**src/rtl/pdm_capture_ctrl.sv**
```systemverilog
`default_nettype none
// ============================================================================
// Module   : pdm_capture_ctrl
// Purpose  : PDM mic clock divider, settle discard, per-channel sample strobe
//            scheduling and start/busy/done framing for the capture path.
// Revision : 1.0 - initial release
// ============================================================================
module pdm_capture_ctrl #(
    parameter int NUM_CH = 4,
    parameter int CNT_W  = 16
) (
    input  logic                      clk,
    input  logic                      rst,
    input  logic [7:0]                cfg_ratio,
    input  logic [7:0]                cfg_settle,
    input  logic [CNT_W-1:0]          cfg_frame_len,
    input  logic [NUM_CH-1:0]         cfg_ch_en,
    input  logic                      start,
    input  logic                      abort,
    output logic                      pdm_clk,
    output logic                      sample_stb,
    output logic [$clog2(NUM_CH)-1:0] ch_sel,
    output logic                      busy,
    output logic                      done,
    output logic                      cfg_err
);

    localparam int SEL_W = $clog2(NUM_CH);

    localparam logic [1:0] S_IDLE    = 2'd0;
    localparam logic [1:0] S_SETTLE  = 2'd1;
    localparam logic [1:0] S_CAPTURE = 2'd2;

    logic [1:0]        state_q,   state_d;
    logic [7:0]        ratio_q,   ratio_d;
    logic [7:0]        settle_q,  settle_d;
    logic [CNT_W-1:0]  len_q,     len_d;
    logic [NUM_CH-1:0] en_q,      en_d;
    logic [7:0]        div_q,     div_d;
    logic [7:0]        scnt_q,    scnt_d;
    logic [CNT_W-1:0]  period_q,  period_d;
    logic [NUM_CH-1:0] rem_q,     rem_d;
    logic              pdm_q,     pdm_d;
    logic              stb_q,     stb_d;
    logic [SEL_W-1:0]  sel_q,     sel_d;
    logic              busy_q,    busy_d;
    logic              done_q,    done_d;
    logic              err_q,     err_d;

    logic              w_tick;
    logic              w_fall;
    logic              w_cfg_bad;
    logic [8:0]        w_scnt_nxt;
    logic [CNT_W:0]    w_period_nxt;
    logic [NUM_CH-1:0] w_src;
    logic [SEL_W-1:0]  w_lo_idx;

    assign w_tick       = (div_q == ratio_q - 8'd1);
    assign w_fall       = w_tick & pdm_q;
    assign w_cfg_bad    = (cfg_ratio < 8'd2) || (int'(cfg_ratio) < NUM_CH) ||
                          (cfg_frame_len == '0) || (cfg_ch_en == '0);
    assign w_scnt_nxt   = {1'b0, scnt_q} + {8'd0, w_fall};
    assign w_period_nxt = {1'b0, period_q} + {{CNT_W{1'b0}}, 1'b1};

    // A falling tick in CAPTURE seeds a new scan; otherwise keep draining the
    // channels still pending from the current one.
    assign w_src = (state_q == S_CAPTURE && w_fall) ? en_q : rem_q;

    always_comb begin
        w_lo_idx = '0;
        for (int i = NUM_CH - 1; i >= 0; i--) begin
            if (w_src[i]) w_lo_idx = SEL_W'(i);
        end
    end

    always_comb begin
        state_d  = state_q;
        ratio_d  = ratio_q;
        settle_d = settle_q;
        len_d    = len_q;
        en_d     = en_q;
        div_d    = div_q;
        scnt_d   = scnt_q;
        period_d = period_q;
        rem_d    = rem_q;
        pdm_d    = pdm_q;
        stb_d    = 1'b0;
        sel_d    = sel_q;
        done_d   = 1'b0;
        err_d    = 1'b0;

        case (state_q)
            S_SETTLE: begin
                div_d = w_tick ? 8'd0 : div_q + 8'd1;
                pdm_d = w_tick ? ~pdm_q : pdm_q;
                if (w_scnt_nxt >= {1'b0, settle_q}) begin
                    state_d = S_CAPTURE;
                    scnt_d  = 8'd0;
                end else begin
                    scnt_d  = w_scnt_nxt[7:0];
                end
            end
            S_CAPTURE: begin
                div_d = w_tick ? 8'd0 : div_q + 8'd1;
                pdm_d = w_tick ? ~pdm_q : pdm_q;
                if (w_src != '0) begin
                    stb_d = 1'b1;
                    sel_d = w_lo_idx;
                    rem_d = w_src & ~(NUM_CH'(1) << w_lo_idx);
                end else begin
                    rem_d = '0;
                end
                // Last strobe of a scan is on the outputs now: close the scan.
                if (stb_q && rem_q == '0) begin
                    if (w_period_nxt >= {1'b0, len_q}) begin
                        state_d  = S_IDLE;
                        done_d   = 1'b1;
                        pdm_d    = 1'b0;
                        div_d    = 8'd0;
                        period_d = '0;
                    end else begin
                        period_d = w_period_nxt[CNT_W-1:0];
                    end
                end
            end
            default: begin
                div_d = 8'd0;
                pdm_d = 1'b0;
                if (start) begin
                    if (w_cfg_bad) begin
                        err_d = 1'b1;
                    end else begin
                        state_d  = S_SETTLE;
                        ratio_d  = cfg_ratio;
                        settle_d = cfg_settle;
                        len_d    = cfg_frame_len;
                        en_d     = cfg_ch_en;
                        scnt_d   = 8'd0;
                        period_d = '0;
                        rem_d    = '0;
                    end
                end
            end
        endcase

        if (abort) begin
            state_d  = S_IDLE;
            div_d    = 8'd0;
            pdm_d    = 1'b0;
            scnt_d   = 8'd0;
            period_d = '0;
            rem_d    = '0;
            stb_d    = 1'b0;
            sel_d    = sel_q;
            done_d   = 1'b0;
            err_d    = 1'b0;
        end

        busy_d = (state_d != S_IDLE);
    end

    always_ff @(posedge clk or posedge rst) begin
        if (rst) begin
            state_q  <= S_IDLE;
            ratio_q  <= 8'd0;
            settle_q <= 8'd0;
            len_q    <= '0;
            en_q     <= '0;
            div_q    <= 8'd0;
            scnt_q   <= 8'd0;
            period_q <= '0;
            rem_q    <= '0;
            pdm_q    <= 1'b0;
            stb_q    <= 1'b0;
            sel_q    <= '0;
            busy_q   <= 1'b0;
            done_q   <= 1'b0;
            err_q    <= 1'b0;
        end else begin
            state_q  <= state_d;
            ratio_q  <= ratio_d;
            settle_q <= settle_d;
            len_q    <= len_d;
            en_q     <= en_d;
            div_q    <= div_d;
            scnt_q   <= scnt_d;
            period_q <= period_d;
            rem_q    <= rem_d;
            pdm_q    <= pdm_d;
            stb_q    <= stb_d;
            sel_q    <= sel_d;
            busy_q   <= busy_d;
            done_q   <= done_d;
            err_q    <= err_d;
        end
    end

    assign pdm_clk    = pdm_q;
    assign sample_stb = stb_q;
    assign ch_sel     = sel_q;
    assign busy       = busy_q;
    assign done       = done_q;
    assign cfg_err    = err_q;

endmodule
`default_nettype wire
```
**config.mk**
```make
export PLATFORM = sky130hd
export DESIGN_NAME = pdm_capture_ctrl
export DESIGN_NICKNAME = d
export VERILOG_FILES = /design/src/rtl/pdm_capture_ctrl.sv
export SDC_FILE = /design/constraint.sdc
export NUM_CORES = 1
export LEC_CHECK = 0
export CAP_MARGIN = 5
export CORE_MARGIN = 5
export CORE_UTILIZATION = 50
export CTS_BUF_LIST = sky130_fd_sc_hd__clkbuf_8
export CTS_CLUSTER_DIAMETER = 150
export DETAILED_ROUTE_END_ITERATION = 10
export HOLD_SLACK_MARGIN = 0.08
export PLACE_DENSITY = 0.74
export SYNTH_ARGS = -nofsm -noshare
export SYNTH_HDL_FRONTEND = slang
export SYNTH_SLANG_ARGS = --single-unit
```
**constraint.sdc**
```tcl
create_clock -name clk -period 4.8 [get_ports clk]
set_input_delay 0.72 -clock clk [delete_from_list [all_inputs] [get_ports clk]]
set_output_delay 0.72 -clock clk [all_outputs]
set_load 0.05 [all_outputs]
```
==> metrics.txt, run 1 <==
status completed; register area share after synthesis 41.9%; reg2reg end state_q[0]; CTS tree yes; CP Launch Type flop; yosys warns 0; fin area 5680 sq um; Max-cap violations 0; critical path class reg2reg; Post-synth EDFFs 0; fin worst setup slack 0.461 ns; CP bufs+invs 1; most frequent cells in the layout dfrtp_1 (80), clkdlybuf4s50_1 (46), inv_1 (44); Fin. Hold Viols 0; Chip Width 108 um; initial antenna violation count 0; FILL cells 796; worst hold slack 0.509 ns; first-pass iteration count of the detailed router 4; Pleak 2.64 nW; Cell Area, Placed 5420 sq um; Via Count 3,689; # port buffers 46; die area 11,700 sq um; final setup TNS 0 ns; Slew Limit Fails 0; # diodes 0; period utilization 90.4%; Synth Instances 481; sw frac 26.5%; delay of the slowest critical-path stage 0.45 ns; final WL 10,600 um; ordered list of cells on the worst path inv_1 -> ha_2 -> xor2_1 -> nand3_1 -> o31ai_1 -> nand4_1 -> nor4b_4 -> ha_1 -> ha_1 -> nand2_1 -> nor3_4 -> a31oi_1 -> or2_2 -> ha_1 -> and3_1 -> a221oi_1 -> o31ai_1 -> a21oi_1 -> a21oi_1 -> a221oi_1; hold path start ch_sel[1]; crit end category flop; Layout area overhead 17.5%; crit path DAT 4.57 ns; crit path max fanout 6; clk buf depth 2; syn_area_per_cell 10.1 sq um; NetSw 0.000451 W; Initial DRC Count 193; layout cells sized above 1 16.0%; most common cell after layout, fill and taps aside dfrtp_1; Cell Int Power 0.00125 W; slowest library cell on the worst path dfrtp_2; vias in the first global route 3,961; Synth Register Bits 81; initial core utilization 51.9%; hold_buf cts 0; RSZ-0062 raised after global routing no; Least-Margin Pin Slew 1.01 ns; Worst R2R Setup Slack 0.46 ns; Post-Syn Nets 553; crit-path most repeated cell ha_1; Hold WC Path Type reg2reg; total grt overflow 0; H-tree Lvls 3; Core Footprint 9330 sq um; Avg Vias per Cell 5.58; FF-to-FF Start ratio_q[0]; Hold Crit Depth 1; CTS clk-pin slew, worst paths 0.08 ns; min Tclk post-route 4.34 ns; RePlAce Congestion 0.873; ys async rst share 100%; final setup violating endpoints 0; Top delay family on crit path simple AND/OR/NAND/NOR gates; DRC Markers 0; GRT Total Usage 19.9%; ys flop type dfrtp_1; Slew HR 32.4%; FP Rows 35; Final nets 599; IO Pins 47; Clock Latency Late Sink 0.36 ns; Clock Sinks 81; CTS Buf Count 9; first-pass GRT wire length 18,500 um; Req. time, crit path 5.03 ns; Clk pwr share 34.8%; Die H 108 um; fin util 60.9%; Worst R2R Path Depth 20; Wirelength per Cell 16.1 um; VDD IR max 0.000160 V; FMAX 230 MHz; Pwr per Cell Area 299 nW/um^2; sequential share of power 46.6%; dpl hpwl 7880 um; Logic pwr share 18.6%; clock root cell clkbuf_8; WHS Endpoint ch_sel[1]; pin count of the biggest net entering global routing 57; mapped cell area 4840 sq um; pre-CTS WS 0.130 ns; synth unique cells 57; Max Clock Skew 0.0148 ns; ANT nets after route 0
[per-layer routing]
| layer | GRT usage, % | share of wire, % | vias to the layer above |
|---|---|---|---|
| met5 | 0 | 0 | - |
| met4 | 8.21 | 1.7 | 0 |
| met3 | 3.46 | 4.7 | 15 |
| met2 | 32.0 | 47 | 75 |
| met1 | 26.5 | 47 | 1802 |
| li1 | - | - | 1797 |
[registers in the layout (all words and copies together) (netlist names)]
register / cells
len_q: 16
period_q: 16
div_q: 8
ratio_q: 8
scnt_q: 8
settle_q: 8
en_q: 4
rem_q: 4
ch_sel: 2
state_q: 2
busy: 1
cfg_err: 1
done: 1
pdm_clk: 1
sample_stb: 1
[cell usage after synthesis, drive strengths merged, types with 2 or more instances]
| master | instances | area share (%) |
|---|---|---|
| or2 | 10 | 1.3 |
| and3 | 11 | 1.4 |
| mux2i | 4 | 0.83 |
| nor4 | 8 | 1.2 |
| buf | 9 | 1.2 |
| mux2 | 40 | 9.3 |
| and4 | 2 | 0.36 |
| a21o | 7 | 1.1 |
| o21ai | 31 | 3.2 |
| nor4b | 2 | 0.67 |
| clkbuf | 7 | 0.57 |
| nand3 | 23 | 2.4 |
| nor3 | 17 | 1.8 |
| dfrtp | 81 | 42 |
| nor2 | 24 | 1.9 |
| a22o | 4 | 0.72 |
| xnor2 | 18 | 3.3 |
| nand4 | 10 | 1.3 |
| ha | 32 | 8.3 |
| a31oi | 4 | 0.52 |
| a211oi | 5 | 0.88 |
| a21oi | 13 | 1.3 |
| o31ai | 2 | 0.31 |
| and2 | 2 | 0.26 |
| inv | 43 | 3.3 |
| nand2b | 4 | 0.52 |
| a221oi | 3 | 0.91 |
| nand2 | 27 | 2.1 |
| o31a | 2 | 0.36 |
| nor2b | 2 | 0.26 |
| xor2 | 15 | 2.9 |
| o21bai | 5 | 0.78 |
[stage by stage]
step	total power [W]	cells
finish	0.00170	661
global route	0.00179	661
CTS	0.00171	661
detailed placement	0.00111	645
global placement	0.00110	645
floorplan	0.00102	481
[worst max-delay path by stage]
stage,cells past startpoint,to,startpoint
floorplan,19,scnt_q[6],ratio_q[0]
global placement,19,busy,ratio_q[0]
detailed placement,19,state_q[0],ratio_q[0]
CTS,19,state_q[0],ratio_q[0]
global route,20,state_q[0],ratio_q[0]
finish,20,state_q[0],ratio_q[0]
[power groups by stage]
stage | clock (W) | combinational (W) | sequential (W)
after global routing | 0.000633 | 0.000356 | 0.000799
after detailed placement | 0 | 0.000312 | 0.000803
after CTS | 0.000607 | 0.000317 | 0.000789
final | 0.000591 | 0.000316 | 0.000791
after floorplan | 0 | 0.000224 | 0.000793
after global placement | 0 | 0.000299 | 0.000800
[layout make-up]
class,count,area [sq um],area share [%]
inverters,43,163,2.86
clock buffers,9,124,2.18
flip-flops and latches,81,2030,35.7
repair buffers,51,498,8.76
well taps,129,161,2.84
clock inverters,7,111,1.96
multi-input cells,341,2600,45.7
[repair_timing]
action,in CTS,in global routing
gates resized for setup,0,6
setup endpoints to repair,0,11
setup buffers,0,0
[worst register-to-register path, stage by stage, from the launching register on]
cell and delay, ns:
dfrtp_2 0.45, inv_1 0.07, ha_2 0.25, xor2_1 0.21, nand3_1 0.10, o31ai_1 0.07
nand4_1 0.15, nor4b_4 0.25, ha_1 0.24, ha_1 0.21, nand2_1 0.10, nor3_4 0.19
a31oi_1 0.14, or2_2 0.31, ha_1 0.29, and3_1 0.18, a221oi_1 0.27, o31ai_1 0.13
a21oi_1 0.22, a21oi_1 0.11, a221oi_1 0.28
[cell families after synthesis]
kind of cell,synth area share (%)
AOI/OAI and AO/OA,12.2
xor gates and xnor gates,6.13
adders and majority gates,8.28
buffers and inverters,5.12
DFF,41.9
muxes,10.1
and+or+nand+nor,16.2
Power figures use the tool's default switching activity.
==> run 2, diff against run 1 <==
--- a/config.mk
+++ b/config.mk
@@ -12,7 +12,8 @@
 export CTS_CLUSTER_DIAMETER = 150
 export DETAILED_ROUTE_END_ITERATION = 10
 export HOLD_SLACK_MARGIN = 0.08
-export PLACE_DENSITY = 0.74
+export PLACE_DENSITY = 0.72
+export SKIP_CTS_REPAIR_TIMING = 1
 export SYNTH_ARGS = -nofsm -noshare
 export SYNTH_HDL_FRONTEND = slang
 export SYNTH_SLANG_ARGS = --single-unit
==> metrics.txt, run 2 (same netlist as run 1, synthesis figures left out) <==
Inst Count DP 645; FP Rows 35; Max Clock Skew 0.00745 ns; first-pass GRT wire length 17,700 um; Chip Width 108 um; RSZ-0062 raised after global routing no; vias in the first global route 3,708; Clock Latency Late Sink 0.35 ns; ANT nets after route 0; Hold WC Path Type reg2reg; Req. time, crit path 5.03 ns; FILL cells 797; hold path start ch_sel[1]; IO Pins 47; Core Footprint 9330 sq um; Avg Vias per Cell 5.51; status completed; Pwr per Cell Area 301 nW/um^2; non-filler cells, final 661; critical path class reg2reg; final setup violating endpoints 0; CTS Buf Count 9; Initial DRC Count 218; die area 11,700 sq um; Least-Margin Pin Slew 1.04 ns; min Tclk post-route 4.38 ns; # port buffers 46; final setup TNS 0 ns; first-pass iteration count of the detailed router 5; Fin. Hold Viols 0; CTS tree yes; Wirelength per Cell 15.5 um; reg2reg end state_q[0]; FF-to-FF Start ratio_q[0]; Via Count 3,642; clk buf depth 2; pin count of the biggest net entering global routing 61; initial antenna violation count 0; Max-cap violations 0; Largest regs len_q x16, period_q x16; H-tree Lvls 3; crit path max fanout 6; CTS clk-pin slew, worst paths 0.09 ns; total grt overflow 0; Worst R2R Path Depth 19; crit end category flop; Hold Crit Depth 1; Die H 108 um; VDD IR max 0.000158 V; Pleak 2.62 nW; layout cells sized above 1 16.7%; # diodes 0; Slew HR 30.6%; RePlAce Congestion 0.844; Worst R2R Setup Slack 0.42 ns; most common cell after layout, fill and taps aside dfrtp_1; Final nets 599; dpl hpwl 7730 um; initial core utilization 51.9%; WHS Endpoint ch_sel[1]; FMAX 228 MHz; Clock Sinks 81; Slew Limit Fails 0; CP Launch Type flop; Layout area overhead 17.5%; crit path DAT 4.61 ns; GRT Total Usage 18.9%; period utilization 91.2%; clock root cell clkbuf_8; final WL 10,200 um; DRC Markers 0; most frequent cells in the layout dfrtp_1 (80), clkdlybuf4s50_1 (46), inv_1 (42)
[run 2: layout make-up]
type                    instances  area, sq um  area share, %
repair buffers                 51          498           8.76
multi-input cells             341         2590           45.6
well taps                     129          161           2.84
clock inverters                 6          105           1.85
inverters                      43          163           2.86
clock buffers                  10          138           2.42
flip-flops and latches         81         2030           35.7
[run 2: per-stage QoR]
step | setup slack [ns] | hold WS (ns) | instance area [sq um] | utilization, % | total power, W
floorplan | 0.341 | 0.479 | 4840 | - | 0.00102
global placement | 0.434 | 0.488 | 5420 | 58.1 | 0.00110
detailed placement | 0.173 | 0.486 | 5420 | 58.1 | 0.00111
CTS | 0.150 | 0.511 | 5660 | 60.7 | 0.00172
global route | 0.0149 | 0.522 | 5680 | 60.9 | 0.00179
finish | 0.422 | 0.501 | 5680 | 60.9 | 0.00171
[run 2: where the power goes]
| group | total, W | internal (W) | switching, W |
|---|---|---|---|
| combinational | 0.000313 | 0.000160 | 0.000153 |
| sequential | 0.000789 | 0.000745 | 0.0000442 |
| clock | 0.000608 | 0.000357 | 0.000251 |
| total | 0.00171 | 0.00126 | 0.000448 |
[run 2: worst max-delay path by stage]
stage	to	startpoint
after floorplan	scnt_q[6]	ratio_q[0]
after global placement	busy	ratio_q[0]
after detailed placement	state_q[0]	ratio_q[0]
after CTS	state_q[0]	ratio_q[0]
after global routing	scnt_q[5]	ratio_q[0]
final	state_q[0]	ratio_q[0]
[run 2: critical path, cell delays in order (launching register included)]
cell and delay, ns:
dfrtp_2 0.42, inv_1 0.06, ha_2 0.23, xor2_2 0.19, o31ai_1 0.27, nand4_1 0.17
nor4b_4 0.26, ha_2 0.25, ha_1 0.21, nand2_1 0.08, nor3_2 0.21, a31oi_1 0.14
or2_2 0.31, ha_1 0.28, and3_1 0.18, a221oi_1 0.27, o31ai_1 0.15, a21oi_2 0.17
a21oi_1 0.09, a221oi_1 0.32
[run 2: layer usage]
| layer | vias up | track usage, % | routed length [um] |
|---|---|---|---|
| li1 | 1791 | - | - |
| met3 | 13 | 4.36 | 430 |
| met2 | 72 | 30.2 | 4850 |
| met4 | 0 | 4.42 | 116 |
| met5 | - | 0 | 0 |
| met1 | 1766 | 26.3 | 4840 |
==> run 3, diff against run 2 <==
--- a/config.mk
+++ b/config.mk
@@ -7,12 +7,12 @@
 export LEC_CHECK = 0
 export CAP_MARGIN = 5
 export CORE_MARGIN = 5
-export CORE_UTILIZATION = 50
+export CORE_UTILIZATION = 35
 export CTS_BUF_LIST = sky130_fd_sc_hd__clkbuf_8
 export CTS_CLUSTER_DIAMETER = 150
 export DETAILED_ROUTE_END_ITERATION = 10
 export HOLD_SLACK_MARGIN = 0.08
-export PLACE_DENSITY = 0.72
+export PLACE_DENSITY = 0.53
 export SKIP_CTS_REPAIR_TIMING = 1
 export SYNTH_ARGS = -nofsm -noshare
 export SYNTH_HDL_FRONTEND = slang
==> metrics.txt, run 3 (same netlist as run 1, synthesis figures left out) <==
clock root cell clkbuf_8; critical path class reg2reg; Clk pwr share 36.4%; die area 16,300 sq um; FF-to-FF Start ratio_q[0]; first-pass GRT wire length 18,200 um; ANT nets after route 0; WP depth 20; most frequent cells in the layout dfrtp_1 (80), clkdlybuf4s50_1 (46), inv_1 (42); final setup violating endpoints 0; crit end category flop; delay of the slowest critical-path stage 0.42 ns; vias in the first global route 3,741; Final nets 599; most common cell after layout, fill and taps aside dfrtp_1; Pwr per Cell Area 301 nW/um^2; slowest library cell on the worst path dfrtp_2; Worst R2R Setup Slack 0.36 ns; worst hold slack 0.512 ns; crit-path most repeated cell ha_1; GRT Total Usage 14.1%; DRC Markers 0; crit path to scnt_q[6]; CTS clk-pin slew, worst paths 0.09 ns; clk buf depth 2; layout cells sized above 1 16.2%; CTS Buf Count 9; Max Clock Skew 0.0121 ns; first-pass iteration count of the detailed router 4; dpl hpwl 8310 um; FILL cells 1,353; IO Pins 47; CP bufs+invs 2; Layout area overhead 19.0%; ordered list of cells on the worst path inv_1 -> ha_1 -> xor2_1 -> o31ai_1 -> nand4_1 -> nor4b_4 -> ha_1 -> ha_1 -> nand2_1 -> nor3_4 -> a31oi_1 -> or2_2 -> ha_1 -> and3_1 -> a221oi_1 -> o31ai_1 -> a211oi_1 -> buf_4 -> o21ai_0 -> o21ai_0; hold path start len_q[4]; Cell Int Power 0.00127 W; reg2reg end scnt_q[6]; H-tree Lvls 3; area of the multi-input gates 2590 sq um; Largest regs len_q x16, period_q x16; CTS tree yes; Fin. Hold Viols 0; Pleak 2.63 nW; FP Rows 43; status completed; Clock Latency Late Sink 0.38 ns; crit path DAT 4.73 ns; initial core utilization 35.3%; Slew HR 31.6%; Initial DRC Count 242; NetSw 0.000466 W; Wirelength per Cell 15.4 um; total grt overflow 0; sequential share of power 45.8%; CP startpoint ratio_q[0]; final setup TNS 0 ns; CP Launch Type flop; Top delay family on crit path simple AND/OR/NAND/NOR gates; non-filler cells, final 712; initial antenna violation count 0; pre-CTS WS 0.206 ns; Slew Limit Fails 0; Avg Vias per Cell 5.13; Max-cap violations 0; crit path max fanout 8; Core Footprint 13,700 sq um; final WL 11,000 um; sw frac 26.9%; fin util 42.0%; Chip Width 128 um; RePlAce Congestion 0.829; Inst Count DP 696; VDD IR max 0.000128 V; period utilization 92.5%; # diodes 0; Clock Sinks 81; FMAX 225 MHz; # port buffers 46; Logic pwr share 17.9%; fin worst setup slack 0.359 ns; Hold WC Path Type reg2reg; Least-Margin Pin Slew 1.03 ns; Via Count 3,651; min Tclk post-route 4.44 ns; Seq. cell area 2030 sq um; Hold Crit Depth 1; pin count of the biggest net entering global routing 59; Die H 128 um; Req. time, crit path 5.09 ns; Worst R2R Path Depth 20
==> run 3: how the worst min path moves through the flow <==
stage	endpoint	slack, ns
detailed placement	len_q[4]	0.50
global placement	len_q[4]	0.49
global route	settle_q[4]	0.54
floorplan	en_q[0]	0.48
finish	len_q[4]	0.51
CTS	len_q[4]	0.52
==> run 3: power groups by stage <==
stage,combinational (W),clock (W),sequential (W)
after global placement,0.000304,0,0.000800
after global routing,0.000346,0.000672,0.000802
final,0.000310,0.000630,0.000792
after CTS,0.000315,0.000650,0.000790
after floorplan,0.000224,0,0.000793
after detailed placement,0.000313,0,0.000803
==> run 3: final cells by class <==
cell class              count  area share (%)
inverters                  43            2.83
repair buffers             51            8.65
well taps                 180            3.91
flip-flops and latches     81            35.2
clock inverters             6            1.98
multi-input cells         341            45.0
clock buffers              10            2.39
==> run 3: routing by layer <==
layer	part of all wire (%)	up-vias	GRT usage (%)
met5	0	-	0
met4	1.9	0	6.18
met3	3.5	13	3.05
met2	47	60	22.1
met1	48	1772	18.8
li1	-	1806	-
==> run 3: per-stage QoR <==
step	power, W	area, sq um
5_1_grt	0.00182	5760
3_5_place_dp	0.00112	5480
6_report	0.00173	5760
3_3_place_gp	0.00110	5480
2_1_floorplan	0.00102	4840
4_1_cts	0.00175	5730
==> run 3: worst register-to-register path, stage by stage, from the launching register on <==
cell and delay [ns]:
dfrtp_2 0.42, inv_1 0.06, ha_1 0.27, xor2_1 0.20
o31ai_1 0.26, nand4_1 0.18, nor4b_4 0.27, ha_1 0.25
ha_1 0.22, nand2_1 0.11, nor3_4 0.19, a31oi_1 0.12
or2_2 0.31, ha_1 0.29, and3_1 0.18, a221oi_1 0.26
o31ai_1 0.15, a211oi_1 0.24, buf_4 0.20, o21ai_0 0.09
o21ai_0 0.09
